### src/rtl/occupancy_counter.sv
// Debounced entry/exit head counter: two active-low buttons feed a saturating
// 0..MAX_COUNT occupancy count kept both in binary and as a BCD digit pair.
module occupancy_counter #(
  parameter int DEBOUNCE_CYCLES = 500000,
  parameter int MAX_COUNT       = 99
) (
  input  logic       Clock,
  input  logic       Reset,
  input  logic       Enable,
  input  logic       Clear,
  input  logic       EnterIn,
  input  logic       ExitIn,
  output logic [3:0] PersonDigit1,
  output logic [3:0] PersonDigit0,
  output logic [6:0] CountBin,
  output logic       Empty,
  output logic       Full,
  output logic       Reject
);

  localparam int CW = $clog2(DEBOUNCE_CYCLES + 1);
  localparam logic [CW-1:0] LAST = CW'(DEBOUNCE_CYCLES - 1);
  localparam logic [6:0] MAX = 7'(MAX_COUNT);

  typedef enum logic [1:0] {IDLE, PRESS_WAIT, PRESSED, RELEASE_WAIT} db_state_t;

  // Channel 0 = entry, channel 1 = exit.
  logic [1:0]    buttons;
  logic [1:0]    sync1, sync2;
  logic [1:0]    press_event;
  db_state_t     state [2];
  logic [CW-1:0] cnt   [2];

  assign buttons = {ExitIn, EnterIn};

  always_ff @(posedge Clock) begin
    if (Reset) begin
      sync1       <= '1;
      sync2       <= '1;
      press_event <= '0;
      for (int unsigned ch = 0; ch < 2; ch++) begin
        state[ch] <= IDLE;
        cnt[ch]   <= '0;
      end
    end else begin
      sync1 <= buttons;
      sync2 <= sync1;
      for (int unsigned ch = 0; ch < 2; ch++) begin
        press_event[ch] <= 1'b0;
        case (state[ch])
          IDLE:
            if (!sync2[ch]) begin
              state[ch] <= PRESS_WAIT;
              cnt[ch]   <= CW'(1);
            end
          PRESS_WAIT:
            if (sync2[ch]) begin
              state[ch] <= IDLE;
              cnt[ch]   <= '0;
            end else begin
              cnt[ch] <= cnt[ch] + CW'(1);
              // Event fires on the same edge the counter reaches the threshold.
              if (cnt[ch] == LAST) begin
                state[ch]       <= PRESSED;
                press_event[ch] <= 1'b1;
              end
            end
          PRESSED:
            if (sync2[ch]) begin
              state[ch] <= RELEASE_WAIT;
              cnt[ch]   <= CW'(1);
            end
          RELEASE_WAIT:
            if (!sync2[ch]) begin
              state[ch] <= PRESSED;
              cnt[ch]   <= '0;
            end else if (cnt[ch] == LAST) begin
              state[ch] <= IDLE;
              cnt[ch]   <= '0;
            end else begin
              cnt[ch] <= cnt[ch] + CW'(1);
            end
          default: begin
            state[ch] <= IDLE;
            cnt[ch]   <= '0;
          end
        endcase
      end
    end
  end

  // BCD digits track the binary count in the same edge via carry/borrow.
  always_ff @(posedge Clock) begin
    if (Reset) begin
      CountBin     <= '0;
      PersonDigit1 <= '0;
      PersonDigit0 <= '0;
      Reject       <= 1'b0;
    end else begin
      Reject <= 1'b0;
      if (Clear) begin
        CountBin     <= '0;
        PersonDigit1 <= '0;
        PersonDigit0 <= '0;
      end else if (Enable && press_event == 2'b01) begin
        if (CountBin < MAX) begin
          CountBin <= CountBin + 7'd1;
          if (PersonDigit0 == 4'd9) begin
            PersonDigit0 <= '0;
            PersonDigit1 <= PersonDigit1 + 4'd1;
          end else begin
            PersonDigit0 <= PersonDigit0 + 4'd1;
          end
        end else begin
          Reject <= 1'b1;
        end
      end else if (Enable && press_event == 2'b10) begin
        if (CountBin != '0) begin
          CountBin <= CountBin - 7'd1;
          if (PersonDigit0 == 4'd0) begin
            PersonDigit0 <= 4'd9;
            PersonDigit1 <= PersonDigit1 - 4'd1;
          end else begin
            PersonDigit0 <= PersonDigit0 - 4'd1;
          end
        end else begin
          Reject <= 1'b1;
        end
      end
    end
  end

  assign Empty = (CountBin == '0);
  assign Full  = (CountBin == MAX);

endmodule

### config.mk
export PLATFORM = sky130hd
export DESIGN_NAME = occupancy_counter
export DESIGN_NICKNAME = d
export VERILOG_FILES = /design/src/rtl/occupancy_counter.sv
export SDC_FILE = /design/constraint.sdc
export NUM_CORES = 1
export LEC_CHECK = 0
export CORE_UTILIZATION = 32
export DETAILED_ROUTE_END_ITERATION = 10
export PLACE_DENSITY = 0.5
export RECOVER_POWER = 100
export SYNTH_ARGS = -nofsm -noshare
export SYNTH_HDL_FRONTEND = slang
export SYNTH_SLANG_ARGS = --single-unit
### constraint.sdc
create_clock -name Clock -period 5.8 [get_ports Clock]
set_clock_uncertainty 0.05 [all_clocks]
set_input_delay 0.87 -clock Clock [delete_from_list [all_inputs] [get_ports Clock]]
set_output_delay 0.87 -clock Clock [all_outputs]
set_load 0.02 [all_outputs]
**After elaboration in Yosys (flattened, before gate mapping)**

Memory sizes are Yosys's and may differ from the RTL's.
Cells that the tools add are included.

- Add/subtract/negate cells: 8
- Multipliers: 0
- Div/mod/pow operators: 0
- $lt $le $gt $ge: 1
- Equality and inequality tests: 14
- Shifts and indexed selects: 0
- Multiplexer cells: 110
- Bitwise logic cells: 26
- Reductions and logical operators: 13

Operators by type and width:

| cell | count |
|---|---|
| two-way mux 19 bit | 14 |
| two-way mux 1 bit | 68 |
| two-way mux 4 bit | 12 |
| adder 19 x 1 -> 19 bit (second input constant) | 2 |
| equality test 19 bit (second input constant) | 2 |
| two-way mux 7 bit | 4 |
| OR 1 bit | 26 |
| two-way mux 2 bit | 12 |
| equality test 2 bit (second input constant) | 5 |
| adder 4 x 1 -> 4 bit (second input constant) | 2 |
| subtractor 4 x 1 -> 4 bit (second input constant) | 2 |
| adder 7 x 1 -> 7 bit (second input constant) | 1 |
| equality test 7 bit (second input constant) | 1 |
| zero test 7 bit | 1 |
| less-than comparator 7 bit (second input constant) | 1 |
| nonzero test 7 bit | 1 |
| subtractor 7 x 1 -> 7 bit (second input constant) | 1 |
| equality test 2 x 1 -> 1 bit (second input constant) | 3 |
| nonzero test 2 bit | 3 |
| AND reduction 5 bit | 1 |
| equality test 4 bit (second input constant) | 1 |
| zero test 2 bit | 2 |
| zero test 4 bit | 1 |
| != test 2 x 1 -> 1 bit (second input constant) | 2 |
| 3 further kinds | 4 |

- Register bits: 22
- Latch bits: 0
- RAM bits: 42
- ROM bits: 0
- Input bits: 6
- Output and inout bits: 18
- Logic and storage cells: 181
- Memories: 2

Memory list:

| memory | words | bits a word | rd ports | clocked after Yosys merged registers in | write ports | RTL line | RTL |
|---|---|---|---|---|---|---|---|
| cnt | 2 | 19 | 2 | 0 | 2 | 32 | `logic [CW-1:0] cnt [2];` |
| state | 2 | 2 | 2 | 0 | 2 | 31 | `db_state_t state [2];` |

**Longest topological paths before layout**

Gate-level depths: netlist (run 1).

- Depth in word-level cells: 11
- Gate-level depth with buffers: 9

**Worst setup path after synthesis (run 1)**

No wires, ideal clock.

- Kind: input -> register
- Start: in Enable
- End: reg CountBin[6]
- Setup time: 0.127 ns
- Arrival time: 2.700 ns
- Data required time: 5.623 ns
- Setup slack: 2.923 ns
- Stages: 9
- Cells stage by stage: and3b_1 > buf_2 > inv_2 > fa_1 > a211oi_1 > o21ai_0 > a21oi_1 > nor2_1 > or3_1

- Longest elaborated chain between the ends: 3
- Elaborated cells between the ends (all ways): 7

RTL lines:

| what | RTL line | RTL |
|---|---|---|
| from (decl) | 9 | `input logic Enable,` |
| logical AND 1 bit, on equally long branches | 105, 117 |  |
| != test 2 x 1 -> 1 bit (no line) or nonzero test 2 bit (tied branches) | n/a |  |
| AND reduction 3 bit (no line) | n/a |  |
| to (signal assigned) | 107 | `CountBin <= CountBin + 7'd1;` |
| to (signal assigned) | 119 | `CountBin <= CountBin - 7'd1;` |
| to (decl) | 15 | `output logic [6:0] CountBin,` |

Parallel ways exist; a longest one is shown, timed or not.
A chain may end at the register's enable or synchronous reset.

**Final worst setup path (run 1)**

Same ends and word-level chain as after synthesis.

==> flow_summary_export.csv, run 1 <==
group,metric,value,unit
synth,synth_nets,407,
placed_design,dp_hpwl,5.20,mm
sta,finalSetupViolCount,0,
layout,areaGrowthSynthToFinish,15.3,%
synth,synth_compound_area_frac,0.118,
synth,synth-edff-count,42,
synth,ys_seq_elements,64,
sta,rsz0062_at_grt,"no",
sta,layout_setup_ws,2.17,ns
global_route,antenna_found_initial,0,
cts,cts_max_path_buffers,2,
synth,synthFlopType,"edfxtp_1",
cts,cts_buffers,9,
synth,syn_inst,390,
sta,drv_slew,19,
placed_design,pre_cts_slack,2.09,ns
cts,cts_resized,0,
cts,clock-sinks,64,
critical_path,path_class,"in -> reg",
global_route,grt_pass1_vias,2538,
synth,synth_simple_gate_area_frac,0.252,
detailed_routing,vias_per_cell,5.11,
detailed_routing,routedWlPerCell,13.6,µm
critical_path,cp_max_fo,17,
pwr,leakagePower,0.00151,µW
global_route,grt_pass1_wl,12.7,mm
pwr,peakVddDrop,0.124,mV
placed_design,port-buffer-count,23,
floorplan,fp.dieH,111,µm
cts,cts.clk_slew.worst_paths,0.05,ns
synth,synth_top_family_by_area,"simple AND/OR/NAND/NOR gates",
floorplan,ios,24,
sta,max_freq,276,MHz
synth,muxShareOfSynthArea,0.00299,
sta,tns,0,ns
synth,yosysWarnings,0,
flow_run,drv_cap,1,
synth,synthDistinctLibCells,58,
cts,cts_setup_buffers,0,
critical_path,cp_data_required_time,5.96,ns
detailed_routing,route.detailed.drc,0,
global_route,grt_max_degree,20,
global_route,gr-total-overflow,0,
detailed_routing,ant_nets,0,
cts,hold_buffers,0,
synth,syn_area_per_cell,9.67,µm²
hold_path,worst_hold_path_type,"reg -> reg",
placed_design,dp_cells,541,
cts,clock_latency,0.32,ns
sta,finalHoldViolations,0,
floorplan,core,11500,µm²
detailed_routing,drt-total-wl,7.55,mm
floorplan,start_util,0.329,
sta,holdWs,0.359,ns
run_status,status,"complete, but fails checks",
critical_path,end_kind,"register",
cts,htreeDepth,3,
global_route,grt_util_all_layers,0.130,
critical_path,cp.arrival,3.78,ns
synth,synthesis.area,3770,µm²
layout,final_cells,556,
floorplan,num_rows,39,
sta,slew_headroom,-0.0184,
sta,layout_min_cycle_time,3.63,ns
placed_design,placed_area,4100,µm²
detailed_routing,vias,2839,
synth,synth_fa_ha_area_frac,0.0405,
cts,cts_tree,"built",
layout,drive_gt1_frac,0.0557,
pwr,powerDensity,333,nW/µm²
detailed_routing,firstDrtPassIters,4,
run_status,violations,"max-capacitance violations, max-slew violations",
synth,synth_xor_area_frac,0.107,
detailed_routing,drtIter0Drc,189,
floorplan,die_w,111,µm
critical_path,cp-start-kind,"input port",
floorplan,die_area,12200,µm²
sta,tightest_slew,1.52,ns
cts,cts_root_buf,"clkbuf_16",
synth,yosysSeqAreaShare,0.451,
layout,stdcell_area,4350,µm²
placed_design,place.gp.congestion,0.751,
synth,async_flop_share,0,
layout,n_antenna_cell,0,
layout,fin_nets,426,
sta,period_share,0.625,
==> path summary, 6_finish.rpt <==
check / slack, ns / startpoint / cells past startpoint / end
worst min-delay path: 0.36 / sync1[0] / 1 / sync2[0]
worst min register to register: 0.36 / sync1[0] / 1 / sync2[0]
worst max-delay path: 2.17 / Enable / 9 / CountBin[6]
worst max register to register: 2.82 / cnt[1][7] / 5 / cnt[1][5]
==> cell usage after synthesis, types with 2 or more instances <==
library cell	instances	area [µm²]
a211oi_1	5	37.5
a21o_1	4	30.0
a21oi_1	18	90.1
a311oi_1	2	17.5
and2_1	4	25.0
and3_1	3	18.8
and3b_1	3	26.3
and4_1	5	43.8
buf_2	4	20.0
buf_6	2	22.5
clkbuf_1	9	33.8
dfxtp_1	22	440
edfxtp_1	42	1260
fa_1	2	40.0
ha_1	9	113
inv_1	7	26.3
nand2_1	28	105
nand2b_1	2	12.5
nand3_1	29	145
nand3b_1	4	30.0
nand4_1	6	37.5
nor2_1	55	206
nor2b_1	8	50.1
nor3_1	7	35.0
nor4_1	4	25.0
nor4b_1	3	26.3
o211ai_1	3	22.5
o21ai_0	16	80.1
o22ai_1	3	18.8
or2_2	5	31.3
or3_1	5	31.3
xnor2_1	28	245
xor2_1	18	158
==> power by group <==
group,internal [µW],switching [µW]
logic,98.6,115
registers,616,113
clock network,322,181
==> stage by stage <==
| stage | total power, µW | util |
|---|---|---|
| floorplan | 895 | - |
| global placement | 954 | 0.358 |
| detailed placement | 958 | 0.358 |
| CTS | 1470 | 0.382 |
| global route | 1530 | 0.379 |
| finish | 1450 | 0.379 |
==> area by class of cell <==
type                       instances  area [µm²]
multi-input combinational        303        1930
inverter                           8        30.0
sequential                        64        1700
timing repair buffer              23         230
clock buffer                      15         278
tap                              143         179
fill                            1126        7120
==> logic make-up (layout without fill, tap and decap cells) <==
family / count (synthesis) / after routing
muxes: 1 / 1
buffers and inverters: 23 / 46
xor gates and xnor gates: 46 / 46
and+or+nand+nor: 180 / 180
DFF: 64 / 64
AOI/OAI and AO/OA: 65 / 65
adders and majority gates: 11 / 11
==> routing by layer <==
layer / wire length, µm / global-route usage / vias to the layer above / part of all wire
met1: 3940 / 0.182 / 1337 / 0.52
met4: 122 / 0.0613 / 0 / 0.016
li1: - / - / 1452 / -
met2: 3230 / 0.188 / 41 / 0.43
met5: 0 / 0 / - / 0
met3: 253 / 0.0296 / 9 / 0.034
==> state kept, by name, summed over array words and instances (netlist names) <==
name / flops
CountBin: 7
sync1: 2
Reject: 1
PersonDigit0: 4
PersonDigit1: 4
press_event: 2
cnt: 38
sync2: 2
state: 4
==> worst max-delay path, stage by stage <==
cell	delay, ns
dlygate4sd3_1	0.55
and3b_1	0.36
inv_1	0.34
fa_1	0.52
a211oi_1	0.31
o21ai_0	0.15
a21oi_1	0.24
nor4_1	0.06
or3_1	0.36
==> cells in the final DEF (no fill, tap or decap), drive strengths merged, types with 4 or more instances in the layout <==
| cell | synthesis | routed |
|---|---|---|
| a21o | 5 | 5 |
| nor2 | 55 | 55 |
| and2 | 4 | 4 |
| ha | 9 | 9 |
| or2 | 5 | 5 |
| a21oi | 18 | 18 |
| nor4 | 5 | 5 |
| dlygate4sd3 | 0 | 20 |
| a211oi | 5 | 5 |
| and4 | 5 | 5 |
| inv | 8 | 8 |
| nor2b | 8 | 8 |
| nand4 | 6 | 6 |
| nand3 | 29 | 29 |
| nor3 | 7 | 7 |
| nand2 | 30 | 30 |
| nand3b | 4 | 4 |
| clkbuf | 9 | 15 |
| edfxtp | 42 | 42 |
| o21ai | 17 | 17 |
| xnor2 | 28 | 28 |
| or3 | 5 | 5 |
| dfxtp | 22 | 22 |
| xor2 | 18 | 18 |
Power figures use the tool's default switching activity.
==> run 2: changes to the inputs <==
clock period = 3.8 ns   (was 5.8 ns; I/O delays follow)
==> run 2 against run 1 <==
  * The run still ends with max-capacitance violations, max-slew violations left
  * First-iteration DRC count down 3.7%
  * Final cell count increased by 0.54%
  * Sequential share of layout area down 0.36 points
  * Die area stayed put
  * Critical endpoint unchanged
  * Largest cell class unchanged
  * Largest power group unchanged
==> flow_summary_export.csv, run 2 (synthesized netlist as in run 1, its figures left out) <==
group,metric,value,unit
run_status,status,"complete, but fails checks",
run_status,violations,"max-capacitance violations, max-slew violations",
sta,slew_headroom,-0.00551,
cts,cts_max_path_buffers,2,
critical_path,cp-start-kind,"input port",
cts,cts_resized,0,
floorplan,num_rows,39,
pwr,leakagePower,0.00152,µW
flow_run,drv_cap,1,
pwr,combPwrFrac,0.144,
critical_path,cp_data_required_time,3.96,ns
critical_path,r2r_end,"cnt[1][3]",
detailed_routing,route.detailed.drc,0,
floorplan,ios,24,
detailed_routing,firstDrtPassIters,4,
hold_path,min_from,"sync1[1]",
cts,cts_setup_buffers,0,
floorplan,start_util,0.329,
placed_design,pre_cts_slack,0.694,ns
floorplan,die_w,111,µm
cts,clock-sinks,64,
critical_path,reg2regPathDepth,5,
sta,period_share,0.811,
sta,rsz0062_at_grt,"no",
sta,tightest_slew,1.50,ns
detailed_routing,ant_nets,0,
layout,top_register,"cnt",
pwr,peakVddDrop,0.233,mV
critical_path,r2r_start,"cnt[1][7]",
global_route,antenna_found_initial,0,
cts,cts_root_buf,"clkbuf_16",
hold_path,hold_path_depth,1,
layout,drive_gt1_frac,0.0649,
pwr,p_switching,643,µW
hold_path,worst_hold_path_type,"reg -> reg",
sta,finalSetupViolCount,0,
floorplan,core,11500,µm²
layout,top_regs,"cnt (38), CountBin (7)",
layout,fin_util,0.383,
detailed_routing,vias_per_cell,5.03,
layout,layout_commonest_cell,"nor2_1",
global_route,grt_pass1_vias,2744,
pwr,powerDensity,512,nW/µm²
floorplan,fp.dieH,111,µm
layout,fin_nets,428,
pwr,finalPower,2250,µW
sta,max_freq,324,MHz
hold_path,hold_end,"sync2[1]",
cts,cts.clk_slew.worst_paths,0.05,ns
cts,clock_latency,0.33,ns
sta,tns,0,ns
detailed_routing,routedWlPerCell,13.8,µm
pwr,intPower,1610,µW
sta,layout_setup_ws,0.717,ns
global_route,gr-total-overflow,0,
critical_path,cp.arrival,3.24,ns
layout,largest_reg_flops,38,
global_route,grt_util_all_layers,0.137,
placed_design,port-buffer-count,23,
global_route,grt_max_degree,20,
global_route,grt_pass1_wl,13.4,mm
layout,n_antenna_cell,0,
placed_design,dp_hpwl,5.28,mm
pwr,p_seq_frac,0.498,
layout,areaGrowthSynthToFinish,16.4,%
floorplan,die_area,12200,µm²
layout,fillers,1133,
critical_path,cp_max_fo,17,
placed_design,place.gp.congestion,0.818,
sta,finalHoldViolations,0,
critical_path,path_class,"in -> reg",
pwr,switching_share,0.286,
cts,hold_buffers,0,
detailed_routing,drtIter0Drc,182,
cts,htreeDepth,3,
critical_path,end_kind,"register",
sta,layout_min_cycle_time,3.08,ns
sta,drv_slew,19,
cts,cts_buffers,9,
pwr,p_clk_frac,0.358,
layout,final_cell_mix,"nor2_1, edfxtp_1, nand3_1",
critical_path,reg2reg_slack,0.82,ns
detailed_routing,vias,2813,
detailed_routing,drt-total-wl,7.72,mm
cts,cts_tree,"built",
run 2: cell count changes in the layout (fill, tap and decap cells not counted):
cell       before  now
a21o_4          0    1
clkbuf_1        3    4
clkinv_2        0    2
clkbuf_8        3    2
nand2_4         0    1
a21o_1          5    4
clkbuf_16       9   10
nand2_1        29   28
run 2: cell type report:
type	count	area (µm²)	share of cell area
multi-input cells	303	1940	0.443
flip-flops and latches	64	1700	0.388
clock buffers	14	285	0.0650
repair buffers	25	238	0.0542
well taps	143	179	0.0408
inverters	8	30.0	0.00685
clock inverters	2	10.0	0.00228
run 2: worst max-delay path, stage by stage:
cell,delay (ns)
dlygate4sd3_1,0.55
and3b_1,0.19
inv_1,0.42
ha_1,0.39
a211oi_1,0.31
o21ai_0,0.13
a21oi_1,0.24
nor4_1,0.07
or3_1,0.37
run 2: how the worst max path moves through the flow:
stage          startpoint     endpoint  slack [ns]  depth (start not counted)
3_5_place_dp       Enable  CountBin[6]        0.69                          9
2_1_floorplan      Enable  CountBin[6]        1.22                          9
6_report           Enable  CountBin[6]        0.72                          9
3_3_place_gp       Enable  CountBin[6]        0.73                          9
5_1_grt            Enable  CountBin[6]        0.45                          9
4_1_cts            Enable  CountBin[6]        1.03                          9
run 2: power groups by stage:
stage / combinational, µW / clock (µW) / sequential (µW)
after floorplan: 307 / 0 / 1060
after global placement: 329 / 0 / 1130
after detailed placement: 331 / 0 / 1130
after CTS: 333 / 837 / 1120
after global routing: 375 / 871 / 1150
final: 324 / 805 / 1120
run 2: per-stage QoR:
stage / cell area, µm² / cells / hold WS, ns
2_1_floorplan: 3770 / 390 / 0.339
5_1_grt: 4390 / 559 / 0.386
3_3_place_gp: 4120 / 543 / 0.347
3_5_place_dp: 4120 / 543 / 0.343
4_1_cts: 4410 / 559 / 0.356
6_report: 4390 / 559 / 0.357
run 2: metal layers:
metal | GRT usage | wire length, µm | vias up
met5 | 0 | 0 | -
met3 | 0.0379 | 214 | 4
met1 | 0.189 | 4030 | 1318
met2 | 0.201 | 3400 | 44
met4 | 0.0560 | 73 | 0
li1 | - | - | 1447
==> run 3: changes to the inputs <==
clock period = 3.2 ns   (was 3.8 ns; I/O delays follow)
==> run 3 against run 2 <==
  * The run now ends clean
  * Non-clock buffer count up 2
  * Final cell count up 0.36%
  * Sequential share of layout area up 0.067 points
  * Clock power up 13%
  * Sequential cell count unchanged
  * Combinational power up 20%
  * Worst setup slack worse by 0.23 ns
  * Critical path depth down 6
  * Critical path type is now reg -> out
  * Hold slack better by 0.0041 ns
  * Total power up 17%
==> flow_summary_export.csv, run 3 (synthesized netlist as in run 1, its figures left out) <==
group,metric,value,unit
run_status,status,"finished, final reports clean",
global_route,grt_util_all_layers,0.133,
critical_path,r2r_start,"cnt[1][7]",
sta,layout_min_cycle_time,2.71,ns
layout,drive_gt1_frac,0.0742,
detailed_routing,drt-total-wl,7.47,mm
layout,top_register,"cnt",
cts,cts_tree,"built",
layout,final_cell_mix,"nor2_1, edfxtp_1, nand3_1",
critical_path,end_kind,"output port",
hold_path,hold_path_depth,1,
detailed_routing,routedWlPerCell,13.3,µm
cts,hold_buffers,0,
layout,top_regs,"cnt (38), CountBin (7)",
global_route,gr-total-overflow,0,
cts,cts_setup_buffers,0,
detailed_routing,ant_nets,0,
cts,htreeDepth,3,
pwr,leakagePower,0.00152,µW
critical_path,reg2regPathDepth,5,
sta,period_share,0.848,
hold_path,worst_hold_path_type,"reg -> reg",
layout,final_cells,561,
global_route,grt_pass1_vias,2689,
detailed_routing,wl_met2,3.26,mm
critical_path,path_class,"reg -> out",
placed_design,place.gp.congestion,0.761,
floorplan,start_util,0.329,
critical_path,worst_path_largest_cell_delay,0.69,ns
critical_path,path_cells,"or4_4 > nor2_1 > dlygate4sd3_1",
sta,finalHoldViolations,0,
detailed_routing,wl_met1,3.81,mm
layout,fin_nets,430,
cts,clock_latency,0.34,ns
floorplan,core,11500,µm²
floorplan,ios,24,
global_route,antenna_found_initial,0,
pwr,peakVddDrop,0.265,mV
placed_design,port-buffer-count,23,
sta,max_freq,369,MHz
sta,finalSetupViolCount,0,
critical_path,cp-start-kind,"register",
critical_path,r2r_end,"cnt[1][5]",
floorplan,fp.dieH,111,µm
cts,cts_root_buf,"clkbuf_16",
layout,n_antenna_cell,0,
layout,areaGrowthSynthToFinish,16.2,%
sta,layout_setup_ws,0.487,ns
detailed_routing,top_layer,"met4",
critical_path,cp_max_fo,8,
global_route,grt_pass1_wl,13.2,mm
layout,largest_reg_flops,38,
sta,tightest_slew,1.14,ns
cts,cts_resized,0,
placed_design,dp_cells,545,
cts,cts_max_path_buffers,2,
layout,fin_util,0.382,
layout,layout_commonest_cell,"nor2_1",
detailed_routing,dr_wl_met3,229,µm
sta,rsz0062_at_grt,"no",
critical_path,cp.arrival,2.18,ns
detailed_routing,route.detailed.drc,0,
detailed_routing,firstDrtPassIters,4,
flow_run,drv_cap,0,
cts,cts_buffers,9,
floorplan,die_area,12200,µm²
floorplan,die_w,111,µm
critical_path,cp_data_required_time,2.67,ns
placed_design,pre_cts_slack,0.297,ns
layout,fillers,1133,
hold_path,min_from,"sync1[1]",
sta,slew_headroom,0.241,
critical_path,cp_slowest_cell,"dlygate4sd3_1",
placed_design,dp_hpwl,5.24,mm
detailed_routing,vias,2796,
cts,clock-sinks,64,
cts,cts.clk_slew.worst_paths,0.05,ns
hold_path,hold_end,"sync2[1]",
sta,drv_slew,0,
pwr,powerDensity,598,nW/µm²
detailed_routing,vias_per_cell,4.98,
floorplan,num_rows,39,
detailed_routing,drtIter0Drc,116,
global_route,grt_max_degree,20,
layout,stdcell_area,4380,µm²
critical_path,reg2reg_slack,0.66,ns
placed_design,placed_area,4130,µm²
sta,tns,0,ns
-- run 3: area by class of cell --
cell class | count | area, µm² | share of cell area
clock buffers | 10 | 239 | 0.0546
clock inverters | 6 | 35.0 | 0.00800
inverters | 8 | 30.0 | 0.00686
multi-input cells | 303 | 1940 | 0.443
flip-flops and latches | 64 | 1700 | 0.389
well taps | 143 | 179 | 0.0409
repair buffers | 27 | 253 | 0.0577
-- run 3: how the worst max path moves through the flow --
stage	startpoint	endpoint	slack (ns)	depth (start not counted)
finish	CountBin[0]	Empty	0.49	3
global route	Enable	CountBin[6]	0.31	10
CTS	CountBin[0]	Empty	0.52	3
detailed placement	Enable	CountBin[6]	0.30	10
global placement	Enable	CountBin[6]	0.34	10
floorplan	Enable	CountBin[6]	0.71	9
-- run 3: critical path, delay by kind of cell, from the launching register on --
family	cells	cell delay (ns)
AND/OR/NAND/NOR	2	0.74
buffers and inverters	1	0.69
flip-flops	1	0.41
-- run 3: stage by stage --
stage | power (µW) | hold WS (ns)
after floorplan | 1620 | 0.339
after global placement | 1730 | 0.349
after detailed placement | 1740 | 0.349
after CTS | 2660 | 0.362
after global routing | 2770 | 0.373
final | 2620 | 0.361
-- run 3: routing by layer --
| metal | GRT usage | vias to the layer above |
|---|---|---|
| met1 | 0.182 | 1292 |
| met5 | 0 | - |
| met3 | 0.0258 | 13 |
| met4 | 0.0720 | 0 |
| li1 | - | 1447 |
| met2 | 0.198 | 44 |
-- run 3: power breakdown --
group | internal (µW) | switching (µW) | total [µW] | leakage (µW)
Sequential | 1120 | 207 | 1320 | 0.000647
Combinational | 180 | 209 | 389 | 0.000738
Clock | 539 | 369 | 908 | 0.000134
Total | 1840 | 786 | 2620 | 0.00152
